--- src/rtl/btb_update_ctrl_if.sv ---
// rtl/btb_update_ctrl_if.sv - resolution, lookup and BTB write-port signals of btb_update_ctrl
interface btb_update_ctrl_if #(
  parameter int INDEX_BITS = 5,
  parameter int TAG_BITS   = 5,
  parameter int TGT_BITS   = 10
);
  logic                  res_valid;
  logic                  res_ready;
  logic [63:0]           res_addr;
  logic [63:0]           res_target;
  logic                  res_taken;
  logic                  lookup_valid;
  logic [INDEX_BITS-1:0] lookup_index;
  logic                  btb_we;
  logic [INDEX_BITS-1:0] btb_windex;
  logic [TAG_BITS-1:0]   btb_wtag;
  logic [TGT_BITS-1:0]   btb_wtarget;
  logic                  btb_wvalid;

  modport master (
    output res_valid, res_addr, res_target, res_taken, lookup_valid, lookup_index,
    input  res_ready, btb_we, btb_windex, btb_wtag, btb_wtarget, btb_wvalid
  );

  modport slave (
    input  res_valid, res_addr, res_target, res_taken, lookup_valid, lookup_index,
    output res_ready, btb_we, btb_windex, btb_wtag, btb_wtarget, btb_wvalid
  );
endinterface

--- src/rtl/btb_update_ctrl.sv ---
// rtl/btb_update_ctrl.sv - merges resolution FIFO, invalidate sweep and fetch-conflict deferral onto the BTB write port
module btb_update_ctrl #(
  parameter int DEPTH      = 4,
  parameter int INDEX_BITS = 5,
  parameter int TAG_BITS   = 5,
  parameter int TGT_BITS   = 10,
  parameter int MAX_DEFER  = 3
) (
  input  logic                clk,
  input  logic                reset,
  input  logic                flush_req,
  btb_update_ctrl_if.slave    bus,
  output logic                busy,
  output logic                sweep_done
);
  localparam int PTR_W = $clog2(DEPTH);
  localparam int CNT_W = PTR_W + 1;
  localparam int DEF_W = $clog2(MAX_DEFER + 1);
  localparam logic [CNT_W-1:0]      DEPTH_C     = CNT_W'(DEPTH);
  localparam logic [DEF_W-1:0]      DEFER_MAX_C = DEF_W'(MAX_DEFER);
  localparam logic [INDEX_BITS-1:0] LAST_IDX    = '1;

  typedef enum logic {SWEEP, IDLE} state_t;
  state_t state, state_next;

  logic [INDEX_BITS-1:0] sweep_cnt;
  logic [PTR_W-1:0]      rd_ptr, wr_ptr;
  logic [CNT_W-1:0]      count;
  logic [DEF_W-1:0]      defer_cnt;

  logic [INDEX_BITS-1:0] q_index  [DEPTH];
  logic [TAG_BITS-1:0]   q_tag    [DEPTH];
  logic [TGT_BITS-1:0]   q_target [DEPTH];
  logic                  q_taken  [DEPTH];

  logic                  we, wvalid, ready, do_pop, push, fifo_empty, conflict;
  logic [INDEX_BITS-1:0] windex;
  logic [TAG_BITS-1:0]   wtag;
  logic [TGT_BITS-1:0]   wtarget;

  logic unused_addr_bits;
  assign unused_addr_bits = ^{bus.res_addr[63:INDEX_BITS+TAG_BITS], bus.res_target[63:TGT_BITS]};

  assign fifo_empty = (count == '0);
  assign conflict   = bus.lookup_valid && (bus.lookup_index == q_index[rd_ptr]);
  assign push       = bus.res_valid && ready;

  always_comb begin
    state_next = state;
    we         = 1'b0;
    windex     = '0;
    wtag       = '0;
    wtarget    = '0;
    wvalid     = 1'b0;
    ready      = 1'b0;
    do_pop     = 1'b0;
    case (state)
      SWEEP: begin
        we     = 1'b1;
        windex = sweep_cnt;
        if (sweep_cnt == LAST_IDX) state_next = IDLE;
      end
      IDLE: begin
        ready = (count < DEPTH_C);
        // After MAX_DEFER deferrals the head is written even if fetch reads the same index
        if (!fifo_empty && (!conflict || defer_cnt == DEFER_MAX_C)) begin
          we      = 1'b1;
          windex  = q_index[rd_ptr];
          wtag    = q_tag[rd_ptr];
          wtarget = q_target[rd_ptr];
          wvalid  = q_taken[rd_ptr];
          do_pop  = 1'b1;
        end
      end
      default: state_next = SWEEP;
    endcase
    if (flush_req) state_next = SWEEP;
  end

  always_ff @(posedge clk) begin
    if (reset) state <= SWEEP;
    else       state <= state_next;
  end

  always_ff @(posedge clk) begin
    if (reset || flush_req) begin
      sweep_cnt  <= '0;
      rd_ptr     <= '0;
      wr_ptr     <= '0;
      count      <= '0;
      defer_cnt  <= '0;
      sweep_done <= 1'b0;
    end else begin
      sweep_done <= (state == SWEEP) && (sweep_cnt == LAST_IDX);
      if (state == SWEEP) sweep_cnt <= sweep_cnt + 1'b1;
      if (push)   wr_ptr <= wr_ptr + 1'b1;
      if (do_pop) rd_ptr <= rd_ptr + 1'b1;
      case ({push, do_pop})
        2'b10:   count <= count + 1'b1;
        2'b01:   count <= count - 1'b1;
        default: count <= count;
      endcase
      if (state == IDLE) begin
        if (fifo_empty || do_pop)                     defer_cnt <= '0;
        else if (conflict && defer_cnt != DEFER_MAX_C) defer_cnt <= defer_cnt + 1'b1;
      end
    end
  end

  // Storage needs no reset: the pointers and count define what is valid
  always_ff @(posedge clk) begin
    if (push) begin
      q_index[wr_ptr]  <= bus.res_addr[INDEX_BITS-1:0];
      q_tag[wr_ptr]    <= bus.res_addr[INDEX_BITS+TAG_BITS-1:INDEX_BITS];
      q_target[wr_ptr] <= bus.res_target[TGT_BITS-1:0];
      q_taken[wr_ptr]  <= bus.res_taken;
    end
  end

  assign bus.btb_we      = we;
  assign bus.btb_windex  = windex;
  assign bus.btb_wtag    = wtag;
  assign bus.btb_wtarget = wtarget;
  assign bus.btb_wvalid  = wvalid;
  assign bus.res_ready   = ready;
  assign busy            = (state == SWEEP) || !fifo_empty;
endmodule

--- src/flat_wrapper.sv ---
// flat-port wrapper written by rule: the top's interface ports become plain ports
module btb_update_ctrl_flat 
#(
  parameter int DEPTH      = 4,
  parameter int INDEX_BITS = 5,
  parameter int TAG_BITS   = 5,
  parameter int TGT_BITS   = 10,
  parameter int MAX_DEFER  = 3
)
  (clk, reset, flush_req, busy, sweep_done, bus_res_valid, bus_res_addr, bus_res_target, bus_res_taken, bus_lookup_valid, bus_lookup_index, bus_res_ready, bus_btb_we, bus_btb_windex, bus_btb_wtag, bus_btb_wtarget, bus_btb_wvalid);
  btb_update_ctrl_if #(.INDEX_BITS(INDEX_BITS), .TAG_BITS(TAG_BITS), .TGT_BITS(TGT_BITS)) bus_i ();
  input  logic clk;
  input  logic reset;
  input  logic flush_req;
  output logic busy;
  output logic sweep_done;
  input wire logic [$bits(bus_i.res_valid)-1:0] bus_res_valid;
  input wire logic [$bits(bus_i.res_addr)-1:0] bus_res_addr;
  input wire logic [$bits(bus_i.res_target)-1:0] bus_res_target;
  input wire logic [$bits(bus_i.res_taken)-1:0] bus_res_taken;
  input wire logic [$bits(bus_i.lookup_valid)-1:0] bus_lookup_valid;
  input wire logic [$bits(bus_i.lookup_index)-1:0] bus_lookup_index;
  output wire logic [$bits(bus_i.res_ready)-1:0] bus_res_ready;
  output wire logic [$bits(bus_i.btb_we)-1:0] bus_btb_we;
  output wire logic [$bits(bus_i.btb_windex)-1:0] bus_btb_windex;
  output wire logic [$bits(bus_i.btb_wtag)-1:0] bus_btb_wtag;
  output wire logic [$bits(bus_i.btb_wtarget)-1:0] bus_btb_wtarget;
  output wire logic [$bits(bus_i.btb_wvalid)-1:0] bus_btb_wvalid;
  assign bus_i.res_valid = bus_res_valid;
  assign bus_i.res_addr = bus_res_addr;
  assign bus_i.res_target = bus_res_target;
  assign bus_i.res_taken = bus_res_taken;
  assign bus_i.lookup_valid = bus_lookup_valid;
  assign bus_i.lookup_index = bus_lookup_index;
  assign bus_res_ready = bus_i.res_ready;
  assign bus_btb_we = bus_i.btb_we;
  assign bus_btb_windex = bus_i.btb_windex;
  assign bus_btb_wtag = bus_i.btb_wtag;
  assign bus_btb_wtarget = bus_i.btb_wtarget;
  assign bus_btb_wvalid = bus_i.btb_wvalid;
  btb_update_ctrl #(.DEPTH(DEPTH), .INDEX_BITS(INDEX_BITS), .TAG_BITS(TAG_BITS), .TGT_BITS(TGT_BITS), .MAX_DEFER(MAX_DEFER)) u_core (.clk(clk), .reset(reset), .flush_req(flush_req), .bus(bus_i), .busy(busy), .sweep_done(sweep_done));
endmodule
--- config.mk ---
export PLATFORM = sky130hd
export DESIGN_NAME = btb_update_ctrl_flat
export DESIGN_NICKNAME = d
export VERILOG_FILES = /design/src/rtl/btb_update_ctrl_if.sv /design/src/rtl/btb_update_ctrl.sv /design/src/flat_wrapper.sv
export SDC_FILE = /design/constraint.sdc
export NUM_CORES = 1
export LEC_CHECK = 0
export BUFFER_PORTS_ARGS = -buffer_cell sky130_fd_sc_hd__buf_2
export CORE_ASPECT_RATIO = 1.5
export CORE_MARGIN = 2
export CORE_UTILIZATION = 52
export CTS_CLUSTER_DIAMETER = 60
export DETAILED_ROUTE_END_ITERATION = 12
export PLACE_DENSITY = 0.84
export SLEW_MARGIN = 25
export SYNTH_ARGS = -nofsm -noshare
export SYNTH_HDL_FRONTEND = slang
export SYNTH_SLANG_ARGS = --single-unit
--- constraint.sdc ---
create_clock -name clk -period 5.4 [get_ports clk]
set_input_delay 0.27 -clock clk [delete_from_list [all_inputs] [get_ports clk]]
set_output_delay 0.27 -clock clk [all_outputs]
set_load 0.01 [all_outputs]
* Word-level counts from Yosys, hierarchy flattened
Memories as Yosys holds them, arrays and structs flattened. A register that Yosys moved wholly into a read port is not among the register bits.
Cells that the tools add are included.
** Storage, ports and cells
- Register bits :: 16
- Memories :: 4
- Word-level logic and storage cells :: 68
- Bits in read-only memories :: 0
- RAM bits :: 84
- Bits of input ports :: 139
- Output and inout bits :: 25
- Bits in latches :: 0
** Memories
- u_core.q_target :: depth 4, bits a word 10, rd ports 1, clocked after Yosys merged registers in 1, wr ports 1, line btb_update_ctrl.sv:33 : logic [TGT_BITS-1:0] q_target [DEPTH];
- u_core.q_index :: depth 4, bits a word 5, rd ports 1, clocked after Yosys merged registers in 1, wr ports 1, line btb_update_ctrl.sv:31 : logic [INDEX_BITS-1:0] q_index [DEPTH];
- u_core.q_tag :: depth 4, bits a word 5, rd ports 1, clocked after Yosys merged registers in 1, wr ports 1, line btb_update_ctrl.sv:32 : logic [TAG_BITS-1:0] q_tag [DEPTH];
- u_core.q_taken :: depth 4, bits a word 1, rd ports 1, clocked after Yosys merged registers in 1, wr ports 1, line btb_update_ctrl.sv:34 : logic q_taken [DEPTH];
** Cells by class
- Multiplexer cells :: 27
- Shift operators :: 0
- Eq/ne operators :: 6
- Reductions and logical operators :: 16
- Bitwise operators :: 1
- $lt $le $gt $ge :: 1
- Multipliers :: 0
- Div/mod/pow operators :: 0
- $add $sub $neg :: 6
** Operators with widths (number)
- 10-bit two-way mux :: 2
- 2-bit two-way mux :: 10
- 5-bit two-way mux :: 3
- 5-bit one-hot mux with 2 select lines :: 1
- 1-bit two-way mux :: 9
- 2-bit by 1-bit adder with 2-bit output, second input constant :: 3
- 3-bit one-hot mux with 2 select lines :: 1
- 5-bit by 1-bit adder with 5-bit output, second input constant :: 1
- 5-bit == test :: 1
- 5-bit == test, second input constant :: 1
- 1-bit logical AND :: 5
- 2-bit == test, second input constant :: 2
- 1-bit logical OR :: 4
- 2-bit nonzero test :: 2
- 3-bit by 1-bit adder with 3-bit output, second input constant :: 1
- 3-bit logical NOT :: 1
- 3-bit < comparator, second input constant :: 1
- 3-bit by 1-bit subtractor with 3-bit output, second input constant :: 1
- 2-bit by 1-bit == test with 1-bit output, second input constant :: 1
- 1-bit logical NOT :: 2
- 2-bit inequality test, second input constant :: 1
- 1-bit one-hot mux with 2 select lines :: 1
- 2-bit AND reduction :: 1
- 2-bit OR reduction :: 1
- 1-bit inverter :: 1

* Depth between registers and ports, before layout
Gate-level depths: netlist of run 1.
- Depth after elaboration :: 10
- Depth in mapped cells :: 13
- Depth with buffers taken out :: 11

* Least setup slack after synthesis of run 1
Ideal clock, no wire load.
- Kind :: register to register
- Start :: register (tool-made name)
- End :: register u_core.count[2]
- Setup slack :: 2489 ps
- Data required time :: 5329 ps
- Buffers on the path :: 2
- Stages on the path, launching flop included :: 13
- Period minus slack after synthesis :: 2911 ps
- Setup time :: 71 ps
- Arrival :: 2840 ps
- Cells stage by stage :: dfxtp_1 -> buf_6 -> mux4_2 -> mux2i_2 -> o21bai_2 -> buf_2 -> inv_1 -> ha_1 -> inv_1 -> fa_1 -> xor2_1 -> or3_1 -> a21oi_1
** RTL lines
- end signal, assigned :: line btb_update_ctrl.sv:99 : 2'b10: count <= count + 1'b1;
- end signal, assigned :: line btb_update_ctrl.sv:100 : 2'b01: count <= count - 1'b1;
- end signal, assigned :: line btb_update_ctrl.sv:101 : default: count <= count;
- end, declared :: line btb_update_ctrl.sv:28 : logic [CNT_W-1:0] count;

==> flow_summary.yaml, run 1 <==
clocking:
  cts_root_buf: "clkbuf_16"
  clkTransAtPathRegs_ns: 0.06
  cts-resized-gates: 0
  h-tree-depth: 3
  clock_latency_ns: 0.33
  clockBufferDepth: 2
  ctsHoldBuffers: 0
  cts_setup_buffers: 0
  cts_tree: "built"
  clock_sinks: 102
  cts-buffers-inserted: 9
yosys:
  synth-edff-count: 84
  yosysUniqueCellTypes: 40
  syn_nets: 398
  synth_common_cells: "edfxtp_1 (84), dfxtp_1 (18), nor2b_1 (18)"
  synthCells: 250
  synth_ff_type: "edfxtp_1"
  synth-async-reset-ratio_pct: 0
  yosysWarningCount: 0
  synth_top_area_share_pct: 59.8
  yosysTopAreaCell: "edfxtp_1"
  syn_area_sq_mm: 0.00422
  yosysMostFrequentCell: "edfxtp_1"
  ys_seq_area_share_pct: 68.3
  ys_top_cells_by_area: "edfxtp_1 (60%), dfxtp_1 (8.5%), mux4_2 (7.5%), mux4_1 (4.4%), nor2b_1 (2.7%)"
  syn_area_per_cell_sq_um: 16.9
  synth_seq_cells: 102
floorplan:
  rows: 40
  initial_utilization_pct: 53.0
  pin_count: 164
  die-height_um: 114
  coreArea_sq_mm: 0.00796
  fp.dieW_um: 77.6
  dieArea_sq_mm: 0.00887
critical_path:
  critical_path_class: "reg2reg"
  crit_path_frequent_cell: "inv_1"
  critPathBufInv: 2
  crit_chain: "mux4_2, mux2i_2, o21bai_2, inv_1, ha_1, inv_1, fa_1, xor2_1, or3_1, a21oi_1"
  worst_ep_required_time_ns: 5.66
  cp_top_family: "multiplexers"
  crit_fanout: 13
  slowest_stage: "dfxtp_1"
  start_kind: "flip-flop"
  critPathCaptureType: "flip-flop"
  cpPeakStageDelay_ns: 0.83
  arrival_ns: 3.63
sta:
  finalClockSkew_ns: 0.00489
  fmax_mhz: 297
  drv_slew: 0
  min_period_over_period_pct: 62.4
  final-setup-viol-count: 0
  slew_headroom_pct: 47.5
  worst_hold_slack_ns: 0.150
  post-route-min-period_ns: 3.37
  hold_viol: 0
  rsz0062_at_grt: "false"
  setup_tns_ns: 0
  worst_slew_pin_slew_ns: 0.787
layout:
  multi_input_area_sq_mm: 0.00123
  syn_to_final_growth_pct: 16.9
  fillers: 567
  seq_area_sq_mm: 0.00288
  layout.nets: 457
  n_antenna_cell: 0
  drive_above_1_share_pct: 31.0
pwr:
  p_sw_mw: 0.272
  switching_share_pct: 17.2
  peakVddDrop_mv: 0.301
  power_frac_comb_pct: 1.9
  clock_power_share_pct: 44.3
  p_per_area_mw_per_mm2: 321
  seq_power_share_pct: 53.8
  total_leakage_power_nw: 1.76
  p_int_mw: 1.31
grt:
  grt_pass1_vias: 2342
  grt_start_max_net_pins: 22
  grtUsageTotal_pct: 17.7
  antenna_found_initial: 0
  grt_pass1_wl_mm: 11.7
  overflow: 0
route:
  wl_per_cell_um: 17.7
  first_pass_iters: 4
  vias: 2261
  drt-vias-per-instance: 5.41
  drcViolationCount: 0
  final_antenna_net_count: 0
  routed_wl_mm: 7.39
  first_iter_violations: 181
placement:
  dp.final_hpwl_mm: 4.86
  gp_congestion: 0.739
  io_buffers: 55
flow_run:
  maxCapViolCount: 0
worst_hold_path:
  hold_class: "in2reg"
outcome:
  status: "completed"
==> per-stage QoR <==
stage / std cells / setup slack, ns / utilization [%] / power (mW) / instance area (sq um)
finish: 418 / 2.03 / 62.0 / 1.58 / 4930
global route: 418 / 1.83 / 62.0 / 1.63 / 4930
CTS: 418 / 1.97 / 62.0 / 1.59 / 4930
detailed placement: 403 / 2.05 / 57.9 / 0.898 / 4610
global placement: 403 / 2.09 / 57.8 / 0.895 / 4600
floorplan: 250 / 2.49 / - / 0.878 / 4220
==> worst reg2reg max path, stage by stage (launching register included) <==
cell      delay, ns
dfxtp_1        0.83
mux4_2         0.66
mux2i_2        0.36
o21bai_2       0.13
inv_1          0.07
ha_1           0.17
inv_1          0.06
fa_1           0.38
xor2_1         0.15
or3_1          0.31
a21oi_1        0.17
==> flip-flops by register name, indices dropped and copies added, names as in the netlist, named ones only <==
| name | flops |
|---|---|
| u_core.wr_ptr | 2 |
| u_core.rd_ptr | 2 |
| u_core.count | 3 |
| u_core.sweep_done | 1 |
| u_core.sweep_cnt | 5 |
| u_core.q_tag | 20 |
| u_core.state | 1 |
| u_core.defer_cnt | 2 |
| u_core.q_index | 20 |
| u_core.q_taken | 4 |
| u_core.q_target | 40 |
==> cells by family (layout without fill, tap and decap cells) <==
logic type	after synthesis	in the layout	synth area share, %
compound gates	18	18	2.94
simple gates	60	60	8.01
flops	102	102	68.3
buf+inv	27	90	2.64
xor+xnor	9	9	2.40
mux	25	25	12.9
fa+ha+maj	9	9	2.85
==> final cells by class <==
cell class	count	area share, %
timing repair buffer	58	6.03
multi-input combinational	121	24.9
sequential	102	58.4
clock inverter	5	2.00
inverter	17	1.29
tap	105	2.66
clock buffer	10	4.64
==> routing by layer <==
layer  vias to the layer above  share of wire (%)  wire length (um)  global-route usage [%]
li1                       1069                  -                 -                       -
met1                      1103                 38              2810                    21.2
met2                        75                 54              4010                    30.5
met3                        14                5.3               391                    4.89
met4                         0                2.3               173                    7.14
met5                         -                  0                 0                       0
==> cells in the final DEF (no fill, tap or decap), types with 5 or more instances in the layout <==
master and count:
ha_1 8, nand3_1 5, o22ai_1 5, buf_2 55, nor2b_1 18, nand2_1 5, edfxtp_1 84, mux4_1 7
inv_1 17, clkbuf_16 9, mux4_2 14, nor2_1 14, dfxtp_1 17
==> power groups by stage <==
stage,clock [mW],sequential [mW],combinational [mW]
floorplan,0,0.868,0.0101
global placement,0,0.868,0.0276
detailed placement,0,0.868,0.0300
CTS,0.713,0.850,0.0301
global route,0.746,0.850,0.0332
finish,0.701,0.851,0.0300
==> worst paths after layout <==
check	to	startpoint	depth (start not counted)	slack, ns
worst max-delay path	u_core.count[2]$_SDFFE_PP0P_	flip-flop	10	2.03
worst min-delay path	u_core.q_index[1][3]$_DFFE_PP_	bus_res_addr[3]	1	0.15
worst max register to register	u_core.count[2]$_SDFFE_PP0P_	flip-flop	10	2.03
worst min register to register	u_core.defer_cnt[1]$_SDFFE_PP0P_	u_core.defer_cnt[1]$_SDFFE_PP0P_	1	0.50
No activity file was read; power rests on OpenSTA's default activity.
==> run 2: changes to the inputs <==
--- a/config.mk
+++ b/config.mk
@@ -5,13 +5,14 @@
 export SDC_FILE = /design/constraint.sdc
 export NUM_CORES = 1
 export LEC_CHECK = 0
+export ABC_AREA = 1
 export BUFFER_PORTS_ARGS = -buffer_cell sky130_fd_sc_hd__buf_2
 export CORE_ASPECT_RATIO = 1.5
 export CORE_MARGIN = 2
-export CORE_UTILIZATION = 52
+export CORE_UTILIZATION = 49
 export CTS_CLUSTER_DIAMETER = 60
 export DETAILED_ROUTE_END_ITERATION = 12
-export PLACE_DENSITY = 0.84
+export PLACE_DENSITY = 0.8
 export SLEW_MARGIN = 25
 export SYNTH_ARGS = -nofsm -noshare
 export SYNTH_HDL_FRONTEND = slang
==> constraint.sdc (replaced) <==
create_clock -name clk -period 3.1 [get_ports clk]
set_input_delay 0.155 -clock clk [delete_from_list [all_inputs] [get_ports clk]]
set_output_delay 0.155 -clock clk [all_outputs]
set_load 0.01 [all_outputs]
==> run 2 against run 1 <==
  * Register-to-register slack lost 1.5 ns
  * Sequential power grew 74%
  * Critical endpoint is now bus_btb_windex[4]
  * Largest cell class unchanged
  * Wire length grew 19%
==> flow_summary.yaml, run 2 <==
outcome:
  status: "completed"
yosys:
  ys_top_cells_by_area: "edfxtp_1 (58%), dfxtp_1 (8.2%), nor2_1 (6.4%), o21ai_0 (4.9%), nand2_1 (3.7%)"
  ys_seq_area_share_pct: 66.0
  yosysMostFrequentCell: "edfxtp_1"
  syn_area_per_cell_sq_um: 11.3
  yosysWarningCount: 0
  synth_top_family_by_area: "simple AND/OR/NAND/NOR gates"
  synth-edff-count: 84
  synth_fa_ha_area_share_pct: 2.75
  synthCells: 386
  yosysTopAreaCell: "edfxtp_1"
  synth_seq_cells: 102
  synth_ff_type: "edfxtp_1"
  muxShareOfSynthArea_pct: 0
  synthXorXnorAreaFrac_pct: 0.201
  yosys.area_share.simple_pct: 15.1
  synth_common_cells: "edfxtp_1 (84), nor2_1 (75), nand2_1 (43), o21ai_0 (43), inv_1 (25)"
  yosysUniqueCellTypes: 31
  synth_compound_area_share_pct: 10.9
  synth_top_area_share_pct: 57.7
  synth-async-reset-ratio_pct: 0
  syn_nets: 534
  syn_area_sq_mm: 0.00437
sta:
  setup_ws_ns: 0.474
  rsz0062_at_grt: "false"
  hold_viol: 0
  finalClockSkew_ns: 0.00949
  min_period_over_period_pct: 84.7
  fmax_mhz: 381
  post-route-min-period_ns: 2.63
  worst_slew_pin_slew_ns: 0.679
  drv_slew: 0
  slew_headroom_pct: 54.5
  final-setup-viol-count: 0
  setup_tns_ns: 0
worst_hold_path:
  worstHoldPathCells: 1
  hold_class: "in2reg"
placement:
  gp_congestion: 0.806
  io_buffers: 55
  dp.final_hpwl_mm: 5.60
  pre_cts_slack_ns: 0.555
  dp_cells: 545
critical_path:
  critical_path_class: "reg2out"
  crit_fanout: 24
  worstReg2RegEnd: "u_core.count[2]$_SDFFE_PP0P_"
  crit_chain: "buf_4, nand2_1, nand3_1, nand2_1, nand2_1, nand2_1, nor2_2, nand3_2, nand3_4, buf_4, o21ai_0, buf_2"
  slowest_stage: "dfxtp_1"
  worst_ep_required_time_ns: 2.94
  arrival_ns: 2.47
  start_kind: "flip-flop"
  rr_worst_depth: 16
  crit_path_frequent_cell: "nand2_1"
  r2r_slack_ns: 0.54
  critPathCaptureType: "primary output"
  cp-endpoint: "bus_btb_windex[4]"
  cpPeakStageDelay_ns: 0.46
clocking:
  clock_latency_ns: 0.34
  cts_tree: "built"
  cts-resized-gates: 0
  clockBufferDepth: 2
  cts_root_buf: "clkbuf_16"
  ctsHoldBuffers: 0
  cts-buffers-inserted: 9
  clkTransAtPathRegs_ns: 0.07
  clock_sinks: 102
  cts_setup_buffers: 0
  h-tree-depth: 3
grt:
  grt_start_max_net_pins: 43
  overflow: 0
  antenna_found_initial: 0
  grt_pass1_wl_mm: 13.8
  grtUsageTotal_pct: 19.1
  grt_pass1_vias: 2907
floorplan:
  initial_utilization_pct: 50.1
  dieArea_sq_mm: 0.00970
  pin_count: 164
  die-height_um: 120
  rows: 42
  fp.dieW_um: 81.1
  coreArea_sq_mm: 0.00872
layout:
  syn_to_final_growth_pct: 16.6
  fillers: 732
  layout.nets: 594
  most-common-layout-cells: "edfxtp_1 (84), nor2_1 (71), buf_2 (55), nand2_1 (43), o21ai_0 (43)"
  top_regs: "u_core.q_target x40, u_core.q_index x20, u_core.q_tag x20"
  stdcell_count: 562
  final_common_cell: "edfxtp_1"
  top_register: "u_core.q_target"
  drive_above_1_share_pct: 26.4
  largest_reg_flops: 40
route:
  routed_wl_mm: 8.76
  wl_per_cell_um: 15.6
  first_iter_violations: 157
  final_antenna_net_count: 0
  vias: 2974
  first_pass_iters: 5
  drt-vias-per-instance: 5.29
  drcViolationCount: 0
pwr:
  total_leakage_power_nw: 1.90
  p_per_area_mw_per_mm2: 541
  power_mw: 2.75
  peakVddDrop_mv: 0.532
flow_run:
  maxCapViolCount: 0
## run 2: worst min path at each step
stage                      startpoint                         endpoint  slack (ns)
floorplan             bus_res_addr[0]   u_core.q_index[0][0]$_DFFE_PP_        0.25
global placement      bus_res_addr[8]     u_core.q_tag[1][3]$_DFFE_PP_        0.36
detailed placement    bus_res_addr[9]     u_core.q_tag[3][4]$_DFFE_PP_        0.37
CTS                 bus_res_target[1]  u_core.q_target[3][1]$_DFFE_PP_        0.01
global route          bus_res_addr[2]   u_core.q_index[1][2]$_DFFE_PP_        0.02
finish              bus_res_target[1]  u_core.q_target[3][1]$_DFFE_PP_        0.02
## run 2: worst max-delay path: cells and delay by family (launching register included)
kind | cells | cell delay (ns)
flip-flops | 1 | 0.46
buffers and inverters | 3 | 0.79
AO/OA/AOI/OAI | 1 | 0.14
AND/OR/NAND/NOR | 8 | 0.73
## run 2: power by group
| group | internal, mW | leakage [nW] | switching (mW) | total, mW |
|---|---|---|---|---|
| sequential | 1.48 | 0.900 | 0.00101 | 1.48 |
| clock | 0.720 | 0.159 | 0.505 | 1.22 |
| combinational | 0.0205 | 0.838 | 0.0286 | 0.0491 |
## run 2: routing by layer
| metal | part of all wire (%) | global-route usage (%) | up-vias |
|---|---|---|---|
| li1 | - | - | 1456 |
| met1 | 39 | 22.6 | 1430 |
| met2 | 54 | 33.4 | 79 |
| met3 | 5.0 | 3.08 | 9 |
| met4 | 1.3 | 8.47 | 0 |
| met5 | 0 | 0 | - |
## run 2: cells by family (layout without fill, tap and decap cells)
| group | Yosys count | after routing |
|---|---|---|
| xor gates and xnor gates | 1 | 1 |
| AOI/OAI and AO/OA | 78 | 78 |
| other | 0 | 1 |
| and+or+nand+nor | 151 | 151 |
| DFF | 102 | 102 |
| adders and majority gates | 9 | 9 |
| buffers and inverters | 45 | 110 |
## run 2: layout make-up
class	instances	area (sq um)	area share (%)
Inverter	29	114	2.24
Sequential cell	102	2880	56.6
Antenna cell	1	2.50	0.0491
Multi-Input combinational cell	239	1280	25.1
Clock inverter	7	105	2.06
Timing Repair Buffer	65	350	6.88
Clock buffer	9	225	4.42
Tap cell	110	138	2.70
## run 2: through the flow
step | instance area [sq um] | hold WS, ns | util, %
after floorplan | 4370 | 0.254 | -
after global placement | 4760 | 0.363 | 54.6
after detailed placement | 4760 | 0.370 | 54.6
after CTS | 5090 | 0.0145 | 58.4
after global routing | 5090 | 0.0184 | 58.4
final | 5090 | 0.0191 | 58.4
==> run 3: changes to the inputs <==
--- a/config.mk
+++ b/config.mk
@@ -9,10 +9,10 @@
 export BUFFER_PORTS_ARGS = -buffer_cell sky130_fd_sc_hd__buf_2
 export CORE_ASPECT_RATIO = 1.5
 export CORE_MARGIN = 2
-export CORE_UTILIZATION = 49
+export CORE_UTILIZATION = 44
 export CTS_CLUSTER_DIAMETER = 60
 export DETAILED_ROUTE_END_ITERATION = 12
-export PLACE_DENSITY = 0.8
+export PLACE_DENSITY = 0.76
 export SLEW_MARGIN = 25
 export SYNTH_ARGS = -nofsm -noshare
 export SYNTH_HDL_FRONTEND = slang
==> constraint.sdc (replaced) <==
create_clock -name clk -period 2.4 [get_ports clk]
set_input_delay 0.12 -clock clk [delete_from_list [all_inputs] [get_ports clk]]
set_output_delay 0.12 -clock clk [all_outputs]
set_load 0.01 [all_outputs]
==> run 3 against run 2 <==
  * Critical path depth is 6 higher
  * Non-clock buffer count is 38 higher
  * Combinational power is 85% higher
  * Utilization is 1.3 points lower
  * Setup slack worse by 0.41 ns
  * Count of clock-buffer cells in the layout stayed put
  * Power is 23% higher
  * Via count is 3.0% higher
  * Final cell count is 7.5% higher
  * Hold slack better by 0.16 ns
  * Global-route usage is 2.2 points lower
  * Clock skew is 0.0015 ns lower
  * Critical path type is now reg2reg
  * Highest routed layer unchanged
==> flow_summary.yaml, run 3 (synthesized netlist as in run 2, its figures left out) <==
clocking:
  clockBufferDepth: 2
  h-tree-depth: 3
  cts-buffers-inserted: 9
  cts_tree: "built"
  cts_root_buf: "clkbuf_16"
  clock_latency_ns: 0.34
  clock_sinks: 102
  clkTransAtPathRegs_ns: 0.07
grt:
  busiest_layer: "met2"
  grt_start_max_net_pins: 33
  grt_pass1_vias: 3087
  overflow: 0
  antenna_found_initial: 0
  grtUsageTotal_pct: 16.8
  grtUsageMet3_pct: 4.19
  grt.met2_usage_pct: 29.9
  grtUsageMet1_pct: 18.5
  grt_pass1_wl_mm: 14.0
floorplan:
  fp.dieW_um: 85.4
  initial_utilization_pct: 45.1
  pin_count: 164
  coreArea_sq_mm: 0.00969
  die-height_um: 126
  dieArea_sq_mm: 0.0108
  rows: 44
route:
  vias: 3064
  drt-vias-per-instance: 5.07
  drcViolationCount: 0
  final_antenna_net_count: 0
  first_iter_violations: 115
  first_pass_iters: 4
  routed_wl_mm: 8.92
  wl_per_cell_um: 14.8
critical_path:
  crit_chain: "buf_12, inv_8, nand2_1, nand3_2, nand2_2, nand2_1, nand2_1, nor2_2, nand3_2, nand3_4, inv_2, ha_4, inv_4, fa_2, a21oi_2, o21ai_2, o21ai_1, a21oi_1"
  arrival_ns: 2.56
  worst_ep_required_time_ns: 2.63
  slowest_stage: "dfxtp_4"
  critPathCaptureType: "flip-flop"
  cpPeakStageDelay_ns: 0.39
  cp_top_family: "simple AND/OR/NAND/NOR gates"
  start_kind: "flip-flop"
  crit_path_frequent_cell: "nand2_1"
  crit_fanout: 11
  critical_path_class: "reg2reg"
  critPathBufInv: 4
placement:
  dp.final_hpwl_mm: 5.92
  dp_cells: 560
  gp_congestion: 0.850
  io_buffers: 55
  pre_cts_slack_ns: -0.0111
pwr:
  peakVddDrop_mv: 0.475
  total_leakage_power_nw: 2.08
  power_mw: 3.39
  p_per_area_mw_per_mm2: 612
layout:
  syn_to_final_growth_pct: 26.6
  layout.nets: 632
  largest_reg_flops: 40
  most-common-layout-cells: "edfxtp_1 (84), nor2_1 (71), buf_2 (55), o21ai_0 (41), nand2_1 (34)"
  n_antenna_cell: 0
  stdcell_count: 604
  drive_above_1_share_pct: 32.5
  final_common_cell: "edfxtp_1"
  top_regs: "u_core.q_target x40, u_core.q_index x20, u_core.q_tag x20"
  top_register: "u_core.q_target"
sta:
  finalClockSkew_ns: 0.00799
  hold_viol: 0
  slew_headroom_pct: 59.9
  min_period_over_period_pct: 97.3
  drv_slew: 0
  fmax_mhz: 428
  post-route-min-period_ns: 2.33
  rsz0062_at_grt: "true"
  final-setup-viol-count: 0
  worst_hold_slack_ns: 0.177
  setup_ws_ns: 0.0655
  worst_slew_pin_slew_ns: 0.599
flow_run:
  maxCapViolCount: 0
worst_hold_path:
  hold_class: "in2reg"
outcome:
  status: "completed"
## run 3: stage by stage
| stage | utilization [%] | cell area [sq um] | TNS, ns |
|---|---|---|---|
| 2_1_floorplan | - | 4370 | -0.643 |
| 3_3_place_gp | 50.1 | 4850 | 0 |
| 3_5_place_dp | 50.1 | 4850 | -0.0111 |
| 4_1_cts | 55.6 | 5380 | 0 |
| 5_1_grt | 57.1 | 5530 | -0.0859 |
| 6_report | 57.1 | 5530 | 0 |
## run 3: path summary, 6_finish.rpt
path | depth (start not counted) | to | slack, ns | from
setup reg to reg | 18 | u_core.count[2]$_SDFFE_PP0P_ | 0.07 | flip-flop
setup / recovery | 18 | u_core.count[2]$_SDFFE_PP0P_ | 0.07 | flip-flop
hold reg to reg | 2 | u_core.defer_cnt[1]$_SDFFE_PP0P_ | 0.48 | u_core.defer_cnt[1]$_SDFFE_PP0P_
hold / removal | 4 | flip-flop | 0.18 | reset
## run 3: worst register-to-register path, cell delays in order (launching register included)
cell and delay (ns):
dfxtp_4 0.39, buf_12 0.13, inv_8 0.06, nand2_1 0.07
nand3_2 0.08, nand2_2 0.08, nand2_1 0.05, nand2_1 0.08
nor2_2 0.05, nand3_2 0.10, nand3_4 0.09, inv_2 0.08
ha_4 0.13, inv_4 0.04, fa_2 0.40, a21oi_2 0.14
o21ai_2 0.07, o21ai_1 0.14, a21oi_1 0.06
## run 3: cell type report
type	count	area (sq um)
clock buffers	9	225
well taps	115	144
multi-input cells	239	1360
flip-flops and latches	102	2890
clock inverters	7	68.8
inverters	29	119
repair buffers	103	729
fillers	790	4160
## run 3: per-layer routing
metal / routed length, um / vias up
met3: 512 / 19
met5: 0 / -
met4: 207 / 0
met2: 4640 / 91
met1: 3560 / 1435
li1: - / 1519
## run 3: what timing repair did
item | CTS | global route
pin swaps | 0 | 11
hold buffers | 21 | 0
cloned | 0 | 1
setup endpoints to repair | 11 | 23
buffers inserted | 2 | 4
gates resized for setup | 4 | 28
hold endpoints to repair | 84 | 0
## run 3: power breakdown
| part | switching (mW) | internal (mW) | leakage [nW] |
|---|---|---|---|
| Sequential | 0.00133 | 1.91 | 0.901 |
| Combinational | 0.0410 | 0.0499 | 1.04 |
| Clock | 0.657 | 0.726 | 0.137 |
